--- config.mk ---
export PLATFORM = sky130hd
export DESIGN_NAME = spi_sine_2ch
export DESIGN_NICKNAME = d
export VERILOG_FILES = /design/src/rtl/spi_sine_2ch.sv
export SDC_FILE = /design/constraint.sdc
export NUM_CORES = 1
export LEC_CHECK = 0
export ABC_AREA = 1
export CAP_MARGIN = 25
export CORE_UTILIZATION = 35
export CTS_BUF_LIST = sky130_fd_sc_hd__clkbuf_8
export DETAILED_ROUTE_END_ITERATION = 7
export HOLD_SLACK_MARGIN = 0.06
export PLACE_DENSITY = 0.51
export SYNTH_ARGS = -nofsm -noshare
export SYNTH_HDL_FRONTEND = slang
export SYNTH_SLANG_ARGS = --single-unit
--- constraint.sdc ---
create_clock -name clk_i -period 9.07 [get_ports clk_i]
set_input_delay 1.814 -clock clk_i [delete_from_list [all_inputs] [get_ports clk_i]]
set_output_delay 1.814 -clock clk_i [all_outputs]
set_load 0.005 [all_outputs]
--- src/rtl/spi_sine_2ch.sv ---
`timescale 1ns/1ps
// Purpose: sine-wave source for a dual-channel 12-bit SPI DAC; each start writes the current
//          sample to channel A, then channel B, steps the ROM address and pulses end_o.
// Latency: cs_o falls 2 clocks after sts_i is sampled; about 272 clocks per transaction.
// Flow control: none; sts_i is only looked at in IDLE, so strobes in any other state are dropped.
//
// Ports:
//   clk_i  - system clock
//   rst_i  - asynchronous active-high reset
//   sts_i  - start strobe, sampled in IDLE
//   mosi_o - SPI data, MSB first
//   sck_o  - SPI clock, mode 0, idle low
//   cs_o   - SPI chip select, active low
//   end_o  - one-cycle pulse after both channel frames
module spi_sine_2ch #(
  parameter int ADDR_W   = 8,
  parameter int DATA_W   = 12,
  parameter int DIV_HALF = 4,
  parameter int CS_GAP   = 4
) (
  input  logic clk_i,
  input  logic rst_i,
  input  logic sts_i,
  output logic mosi_o,
  output logic sck_o,
  output logic cs_o,
  output logic end_o
);

  localparam int FRAME_W = DATA_W + 4;
  localparam int DIV_W   = $clog2(DIV_HALF + 1);
  localparam int GAP_W   = $clog2(CS_GAP + 1);
  localparam int PH_W    = $clog2(2 * FRAME_W + 1);
  localparam logic [DIV_W-1:0] DIV_LAST = DIV_W'(DIV_HALF - 1);
  localparam logic [GAP_W-1:0] GAP_LAST = GAP_W'(CS_GAP - 1);
  localparam logic [PH_W-1:0]  PH_LAST  = PH_W'(2 * FRAME_W);

  typedef enum logic [2:0] {
    S_IDLE, S_FETCH, S_SEND_A, S_GAP, S_SEND_B, S_DONE
  } state_t;

  state_t              state_q, state_d;
  logic [ADDR_W-1:0]   addr_q;
  logic [DATA_W-1:0]   sample_q;
  logic [GAP_W-1:0]    gap_cnt;
  logic                spi_start, ch_b, spi_done;
  logic [FRAME_W-1:0]  frame_word;

  logic                busy_q, sck_q;
  logic [FRAME_W-1:0]  sh_q;
  logic [PH_W-1:0]     ph_q;
  logic [DIV_W-1:0]    div_q;

  // First quarter of round(2048 + 2047*sin(2*pi*k/256)), k = 0..64.
  function automatic logic [11:0] sine_quarter(input logic [6:0] k);
    case (k)
      7'd0:  sine_quarter = 12'd2048; 7'd1:  sine_quarter = 12'd2098; 7'd2:  sine_quarter = 12'd2148; 7'd3:  sine_quarter = 12'd2199;
      7'd4:  sine_quarter = 12'd2249; 7'd5:  sine_quarter = 12'd2299; 7'd6:  sine_quarter = 12'd2348; 7'd7:  sine_quarter = 12'd2398;
      7'd8:  sine_quarter = 12'd2447; 7'd9:  sine_quarter = 12'd2497; 7'd10: sine_quarter = 12'd2545; 7'd11: sine_quarter = 12'd2594;
      7'd12: sine_quarter = 12'd2642; 7'd13: sine_quarter = 12'd2690; 7'd14: sine_quarter = 12'd2738; 7'd15: sine_quarter = 12'd2785;
      7'd16: sine_quarter = 12'd2831; 7'd17: sine_quarter = 12'd2878; 7'd18: sine_quarter = 12'd2923; 7'd19: sine_quarter = 12'd2968;
      7'd20: sine_quarter = 12'd3013; 7'd21: sine_quarter = 12'd3057; 7'd22: sine_quarter = 12'd3100; 7'd23: sine_quarter = 12'd3143;
      7'd24: sine_quarter = 12'd3185; 7'd25: sine_quarter = 12'd3227; 7'd26: sine_quarter = 12'd3267; 7'd27: sine_quarter = 12'd3307;
      7'd28: sine_quarter = 12'd3347; 7'd29: sine_quarter = 12'd3385; 7'd30: sine_quarter = 12'd3423; 7'd31: sine_quarter = 12'd3459;
      7'd32: sine_quarter = 12'd3495; 7'd33: sine_quarter = 12'd3531; 7'd34: sine_quarter = 12'd3565; 7'd35: sine_quarter = 12'd3598;
      7'd36: sine_quarter = 12'd3630; 7'd37: sine_quarter = 12'd3662; 7'd38: sine_quarter = 12'd3692; 7'd39: sine_quarter = 12'd3722;
      7'd40: sine_quarter = 12'd3750; 7'd41: sine_quarter = 12'd3777; 7'd42: sine_quarter = 12'd3804; 7'd43: sine_quarter = 12'd3829;
      7'd44: sine_quarter = 12'd3853; 7'd45: sine_quarter = 12'd3876; 7'd46: sine_quarter = 12'd3898; 7'd47: sine_quarter = 12'd3919;
      7'd48: sine_quarter = 12'd3939; 7'd49: sine_quarter = 12'd3958; 7'd50: sine_quarter = 12'd3975; 7'd51: sine_quarter = 12'd3992;
      7'd52: sine_quarter = 12'd4007; 7'd53: sine_quarter = 12'd4021; 7'd54: sine_quarter = 12'd4034; 7'd55: sine_quarter = 12'd4045;
      7'd56: sine_quarter = 12'd4056; 7'd57: sine_quarter = 12'd4065; 7'd58: sine_quarter = 12'd4073; 7'd59: sine_quarter = 12'd4080;
      7'd60: sine_quarter = 12'd4085; 7'd61: sine_quarter = 12'd4089; 7'd62: sine_quarter = 12'd4093; 7'd63: sine_quarter = 12'd4094;
      default: sine_quarter = 12'd4095;
    endcase
  endfunction

  // Full table from quarter-wave symmetry: addr[6] mirrors the index,
  // addr[7] selects the negative half (4096 - value).
  logic [6:0]  rom_k;
  logic [11:0] rom_q, rom_dat;
  always_comb begin
    rom_k   = addr_q[6] ? 7'(7'd64 - {1'b0, addr_q[5:0]}) : {1'b0, addr_q[5:0]};
    rom_q   = sine_quarter(rom_k);
    rom_dat = addr_q[7] ? 12'(13'd4096 - {1'b0, rom_q}) : rom_q;
  end

  // Sequencing FSM: state register
  always_ff @(posedge clk_i or posedge rst_i) begin
    if (rst_i) state_q <= S_IDLE;
    else       state_q <= state_d;
  end

  // Sequencing FSM: next state
  always_comb begin
    state_d = state_q;
    case (state_q)
      S_IDLE:   if (sts_i) state_d = S_FETCH;
      S_FETCH:  state_d = S_SEND_A;
      S_SEND_A: if (spi_done) state_d = S_GAP;
      S_GAP:    if (gap_cnt == GAP_LAST) state_d = S_SEND_B;
      S_SEND_B: if (spi_done) state_d = S_DONE;
      S_DONE:   state_d = S_IDLE;
      default:  state_d = S_IDLE;
    endcase
  end

  // Sequencing FSM: outputs. The engine is idle only on the first cycle of
  // a SEND state (it drops busy on the same edge that leaves the state),
  // so this yields exactly one start per frame.
  always_comb begin
    spi_start = 1'b0;
    ch_b      = 1'b0;
    end_o     = 1'b0;
    case (state_q)
      S_SEND_A: spi_start = !busy_q;
      S_SEND_B: begin spi_start = !busy_q; ch_b = 1'b1; end
      S_DONE:   end_o = 1'b1;
      default:  ;
    endcase
  end

  // Datapath: sample latch, gap timer, address counter (wraps naturally)
  always_ff @(posedge clk_i or posedge rst_i) begin
    if (rst_i) begin
      addr_q   <= '0;
      sample_q <= '0;
      gap_cnt  <= '0;
    end else begin
      if (state_q == S_FETCH) sample_q <= rom_dat;
      if (state_q == S_DONE)  addr_q   <= addr_q + 1'b1;
      gap_cnt <= (state_q == S_GAP) ? gap_cnt + 1'b1 : '0;
    end
  end

  // Channel mux: {A/B select, buffered=0, gain 1x, active}
  assign frame_word = {ch_b, 1'b0, 1'b1, 1'b1, sample_q};

  // SPI engine. ph_q counts SCK half-periods: odd phases drive SCK high,
  // entering an even phase drops SCK and shifts the next bit out. One extra
  // half-period after the last falling edge closes the frame (33 in total).
  always_ff @(posedge clk_i or posedge rst_i) begin
    if (rst_i) begin
      busy_q <= 1'b0;
      sck_q  <= 1'b0;
      sh_q   <= '0;
      ph_q   <= '0;
      div_q  <= '0;
    end else if (!busy_q) begin
      if (spi_start) begin
        busy_q <= 1'b1;
        sh_q   <= frame_word;
        ph_q   <= '0;
        div_q  <= '0;
      end
    end else if (div_q == DIV_LAST) begin
      div_q <= '0;
      if (ph_q == PH_LAST) begin
        busy_q <= 1'b0;
      end else begin
        ph_q  <= ph_q + 1'b1;
        sck_q <= ~ph_q[0];
        if (ph_q[0]) sh_q <= {sh_q[FRAME_W-2:0], 1'b0};
      end
    end else begin
      div_q <= div_q + 1'b1;
    end
  end

  assign spi_done = busy_q && (div_q == DIV_LAST) && (ph_q == PH_LAST);
  assign cs_o     = ~busy_q;
  assign sck_o    = sck_q;
  // The shift register is all-zero outside a frame, so MOSI idles low.
  assign mosi_o   = sh_q[FRAME_W-1];

endmodule

Yosys cells after proc, flatten, opt, wreduce, memory -nomap -nowiden. Memories as Yosys holds them, arrays and structs flattened. Index checks and enable logic that the tools add are counted.

Word-level logic and storage cells: 72. Memories: 1. ROM bits: 704. Register bits after elaboration: 53. Output and inout bits: 4.

Memory list: (name not given) (depth 64, bits a word 11, rd ports 1, clocked after memory_dff 0, write ports 0, line 56) `case (k)`.

Mux-type cells: 28. Bitwise logic cells: 3. Reductions and logical operators: 10. $add $sub $neg: 6. Eq/ne operators: 15.

Operators with widths (number): $mux 16 (5); $mux 12 (2); $mux 3 (8); $mux 6 (4); $pmux 3 s5 (1); $eq 3x2->1 const B (4); $sub 1x12->12 const A (1); $ne 2x2->1 const B (5); $add 8x1->8 const B (1); $reduce_and 4->1 (2); $mux 1 (7); $mux 7 (1); $sub 7x6->7 const A (1); $add 3x1->3 const B (2); $add 6x1->6 const B (1); $eq 3x3->1 const B (2); $eq 6x6->1 const B (1); $reduce_and 3->1 (2); $ne 2x1->1 const B (2); $eq 3x1->1 const B (1); $logic_not 3->1 (1); $not 1->1 (3); $logic_and 1x1->1 (2); $reduce_bool 2->1 (1); other kinds (2) (2).

Depth between registers and ports, before layout. An unclocked memory read counts as a cell.

Word-level depth: 6. Mapped depth: 22. Gate-level depth less buffers: 22.

Worst setup path before layout. Ideal clock, no wire load.

Kind: register to register. Start point: register addr_q[0]. End point: register sample_q[8]. Stages on the path, launching flop included: 20. Arrival: 2.874 ns. Required time: 8.953 ns. Library setup time: 0.117 ns. Slack: 6.079 ns. Cells stage by stage: dfrtp_1 > inv_2 > ha_1 > nand2_1 > o21ai_2 > inv_1 > ha_1 > o21ai_0 > a21oi_1 > o21ai_0 > nand3_1 > nand2_1 > ha_1 > nand4_1 > nor2_1 > nand2_1 > nand2_1 > nand3_1 > nand3_1 > nand2_1.

Longest elaborated chain between the ends: 6.

Ends and longest elaborated chain: from (decl) (line 43) `logic [ADDR_W-1:0] addr_q;`; from (signal assigned) (line 130) `if (state_q == S_DONE) addr_q <= addr_q + 1'b1;`; $sub 7x6->7 (line 82) `rom_k = addr_q[6] ? 7'(7'd64 - {1'b0, addr_q[5:0]}) : {1'b0, addr_q[5:0]};`; $mux 7 (*) (line 82); $mem_v2 64x11; $mux 12 (*) (line 56); $sub 1x12->12 (line 84) `rom_dat = addr_q[7] ? 12'(13'd4096 - {1'b0, rom_q}) : rom_q;`; $mux 12 (*) (line 84); to (signal assigned) (line 129) `if (state_q == S_FETCH) sample_q <= rom_dat;`; to (decl) (line 44) `logic [DATA_W-1:0] sample_q;`.

Every way passes the cells marked *; elsewhere a longest branch is shown, timed or not. A chain may end at the register's enable or synchronous reset.

Final worst setup path.
Start point: register state_q[2]. End point: output end_o.

Longest elaborated chain between the ends: 2.

Ends and longest elaborated chain: from (decl) (line 42) `state_t state_q, state_d;`; from (signal assigned) (line 90) `else state_q <= state_d;`; $eq 3x3->1 (line 114) `case (state_q)`; $mux 1 (line 114); to (decl) (line 27) `output logic end_o`.

Every way passes these cells.

==> results.ini <==
[run_status]
run_status = complete, no violations

[synthesis]
synth.avg_cell_area_um2 = 6.95
netlist_area_um2 = 3870
ys_seq_area_share_pct = 34.3
synthDistinctLibCells = 40
synth_fp_nets = 579
syn_inst = 557
yosysWarnings = 0
synth-seq-cells = 53

[clock_tree]
clock-sinks = 53
htree_levels = 2
root_buffer = clkbuf_8
cts_resized = 0
path_clk_slew_ns = 0.11
cts_tree = done
cts_max_path_buffers = 2
clock_latency_ns = 0.30
cts_hold_buf = 0
cts_buffers = 5
post-cts-setup-buffers = 0

[critical_path]
worst-path-buf-inv = 2
startpoint = state_q[2]
reg2regPathDepth = 19
worstSetupStartpointType = register
worstPathArrival_ns = 2.14
crit_fanout = 6
crit_path_end = end_o
rrSetupSlack_ns = 5.55
cp.depth = 3
cp.required_ns = 7.26
critPathCaptureType = output pin
crit_chain = inv_1, nor3_1, clkdlybuf4s50_1
slowest_stage = nor3_1
timing.rr.start = addr_q[0]
cp_top_family = buffers and inverters
crit_path_max_incr_delay_ns = 0.64
worstSetupPathType = register to output pin
timing.rr.end = sample_q[8]

[sta]
skew_ns = 0.0137
hold_ws_ns = 0.444
rsz0062_at_grt = no
setup_viol = 0
slew_viol_final = 0
max_slew.worst_pin.slew_ns = 0.813
fmax_mhz = 253
finalWorstPathRequiredPeriod_ns = 3.95
tns_ns = 0
fin_crit_sh_pct = 43.6
slew-limit-headroom_pct = 45.4
finalHoldViolations = 0

[route]
wl_per_cell_um = 13.0
drc = 0
detail-route-antenna-nets = 0
firstDrtPassIters = 4
wl_um = 9060
via_per_inst = 5.03
routed-via-count = 3503
drt_iter0_drc = 168

[die]
core.rowCount = 38
die_w_um = 107
io_pins = 7
start_util_pct = 35.9
coreArea_um2 = 10800
fp.dieH_um = 107
dieArea_um2 = 11500

[placed_design]
io_buffers = 6
dp_hpwl_um = 6690
routabilityCongestion = 0.895

[finish]
drive_gt1_share_pct = 8.44
layout.nets = 578
utilization_pct = 38.1
fill_cells = 1149
final_common_cell = nand2_1
diodes = 0
final_cell_mix = nand2_1, nand3_1, dfrtp_1
area_growth_pct = 6.24

[flow_run]
max_cap_violations = 0

[pwr]
power_leakage_nw = 2.02
p_per_area_nw_per_um2 = 276
max-vdd-ir-drop_v = 0.000116

[global_routing]
use_met1_pct = 24.5
antenna_found_initial = 0
use_met3_pct = 2.07
grt_pass1_vias = 3585
grt_pass1_wl_um = 16800
use_met2_pct = 29.6
grtUsageTotal_pct = 17.8
top_usage_layer = met2
grt_max_degree = 54
grt-ovfl-total = 0

[min_path]
hold_depth = 1
hold_path.class = register to register

==> kinds of logic (layout without fill, tap and decap cells) <==
kind of cell | Yosys count | in the layout | share of synthesized area (%)
AO/OA/AOI/OAI | 64 | 64 | 9.44
flip-flops | 53 | 53 | 34.3
AND/OR/NAND/NOR | 339 | 339 | 39.7
buffers and inverters | 72 | 72 | 8.21
adder cells (fa/ha/maj) | 19 | 19 | 6.14
XOR/XNOR | 10 | 10 | 2.26
==> area by class of cell <==
type / count / area [um^2] / share of cell area, %
multi-input cells: 432 / 2230 / 54.1
repair buffers: 9 / 82.6 / 2.01
clock buffers: 5 / 68.8 / 1.67
well taps: 140 / 175 / 4.26
inverters: 55 / 206 / 5.02
flip-flops and latches: 53 / 1330 / 32.3
clock inverters: 3 / 26.3 / 0.639
==> where the power goes <==
part           internal, mW  leakage [nW]  switching [mW]
registers             0.317         0.651          0.0558
logic                 0.219          1.32           0.404
clock network        0.0563        0.0423          0.0828
==> how the worst min path moves through the flow <==
stage	startpoint	to
finish	gap_cnt[0]	gap_cnt[0]
floorplan	gap_cnt[0]	gap_cnt[0]
global route	gap_cnt[0]	gap_cnt[0]
detailed placement	gap_cnt[0]	gap_cnt[0]
global placement	gap_cnt[0]	gap_cnt[0]
CTS	gap_cnt[0]	gap_cnt[0]
==> through the flow <==
stage	worst slack [ns]	power, mW	cells	area, um^2
after global placement	5.54	0.995	689	4020
after detailed placement	5.50	0.996	689	4020
after floorplan	5.97	0.858	557	3870
final	5.12	1.13	697	4110
after global routing	5.00	1.27	697	4110
after CTS	5.14	1.14	697	4110
==> cell usage after synthesis <==
master | number | area share (%)
a21boi_0 | 1 | 0.19
a21oi_1 | 9 | 1.2
a21oi_2 | 1 | 0.23
a22o_1 | 1 | 0.23
a22oi_1 | 1 | 0.19
a31oi_1 | 13 | 2.1
buf_2 | 5 | 0.65
buf_4 | 3 | 0.58
buf_6 | 2 | 0.58
buf_8 | 1 | 0.39
clkbuf_1 | 5 | 0.49
clkbuf_4 | 1 | 0.19
clkinv_1 | 1 | 0.097
dfrtp_1 | 53 | 34
ha_1 | 19 | 6.1
inv_1 | 46 | 4.5
inv_2 | 8 | 0.78
nand2_1 | 171 | 17
nand2_2 | 11 | 1.8
nand2_4 | 2 | 0.58
nand3_1 | 77 | 10
nand3_2 | 5 | 1.3
nand3_4 | 1 | 0.45
nand3b_1 | 2 | 0.39
nand4_1 | 4 | 0.65
nand4_4 | 1 | 0.55
nor2_1 | 47 | 4.6
nor2_2 | 3 | 0.49
nor3_1 | 10 | 1.3
nor3_4 | 1 | 0.42
nor3b_1 | 1 | 0.19
nor4_1 | 2 | 0.32
o211ai_1 | 2 | 0.39
o21ai_0 | 25 | 3.2
o21ai_1 | 8 | 1.0
o21ai_2 | 1 | 0.23
o21bai_1 | 1 | 0.19
o311a_1 | 1 | 0.26
or2_2 | 1 | 0.16
xor2_1 | 10 | 2.3
==> registers in the layout (all words and copies together) (netlist names) <==
name	flops
state_q	3
busy_q	1
gap_cnt	3
sh_q	16
sample_q	12
sck_o	1
div_q	3
ph_q	6
addr_q	8
==> metal layers <==
| metal | vias up | routed length (um) |
|---|---|---|
| met5 | - | 0 |
| met4 | 0 | 63 |
| met3 | 4 | 276 |
| met2 | 64 | 4100 |
| met1 | 1616 | 4620 |
| li1 | 1819 | - |
Note: power is estimated with default switching activity, not from simulation.
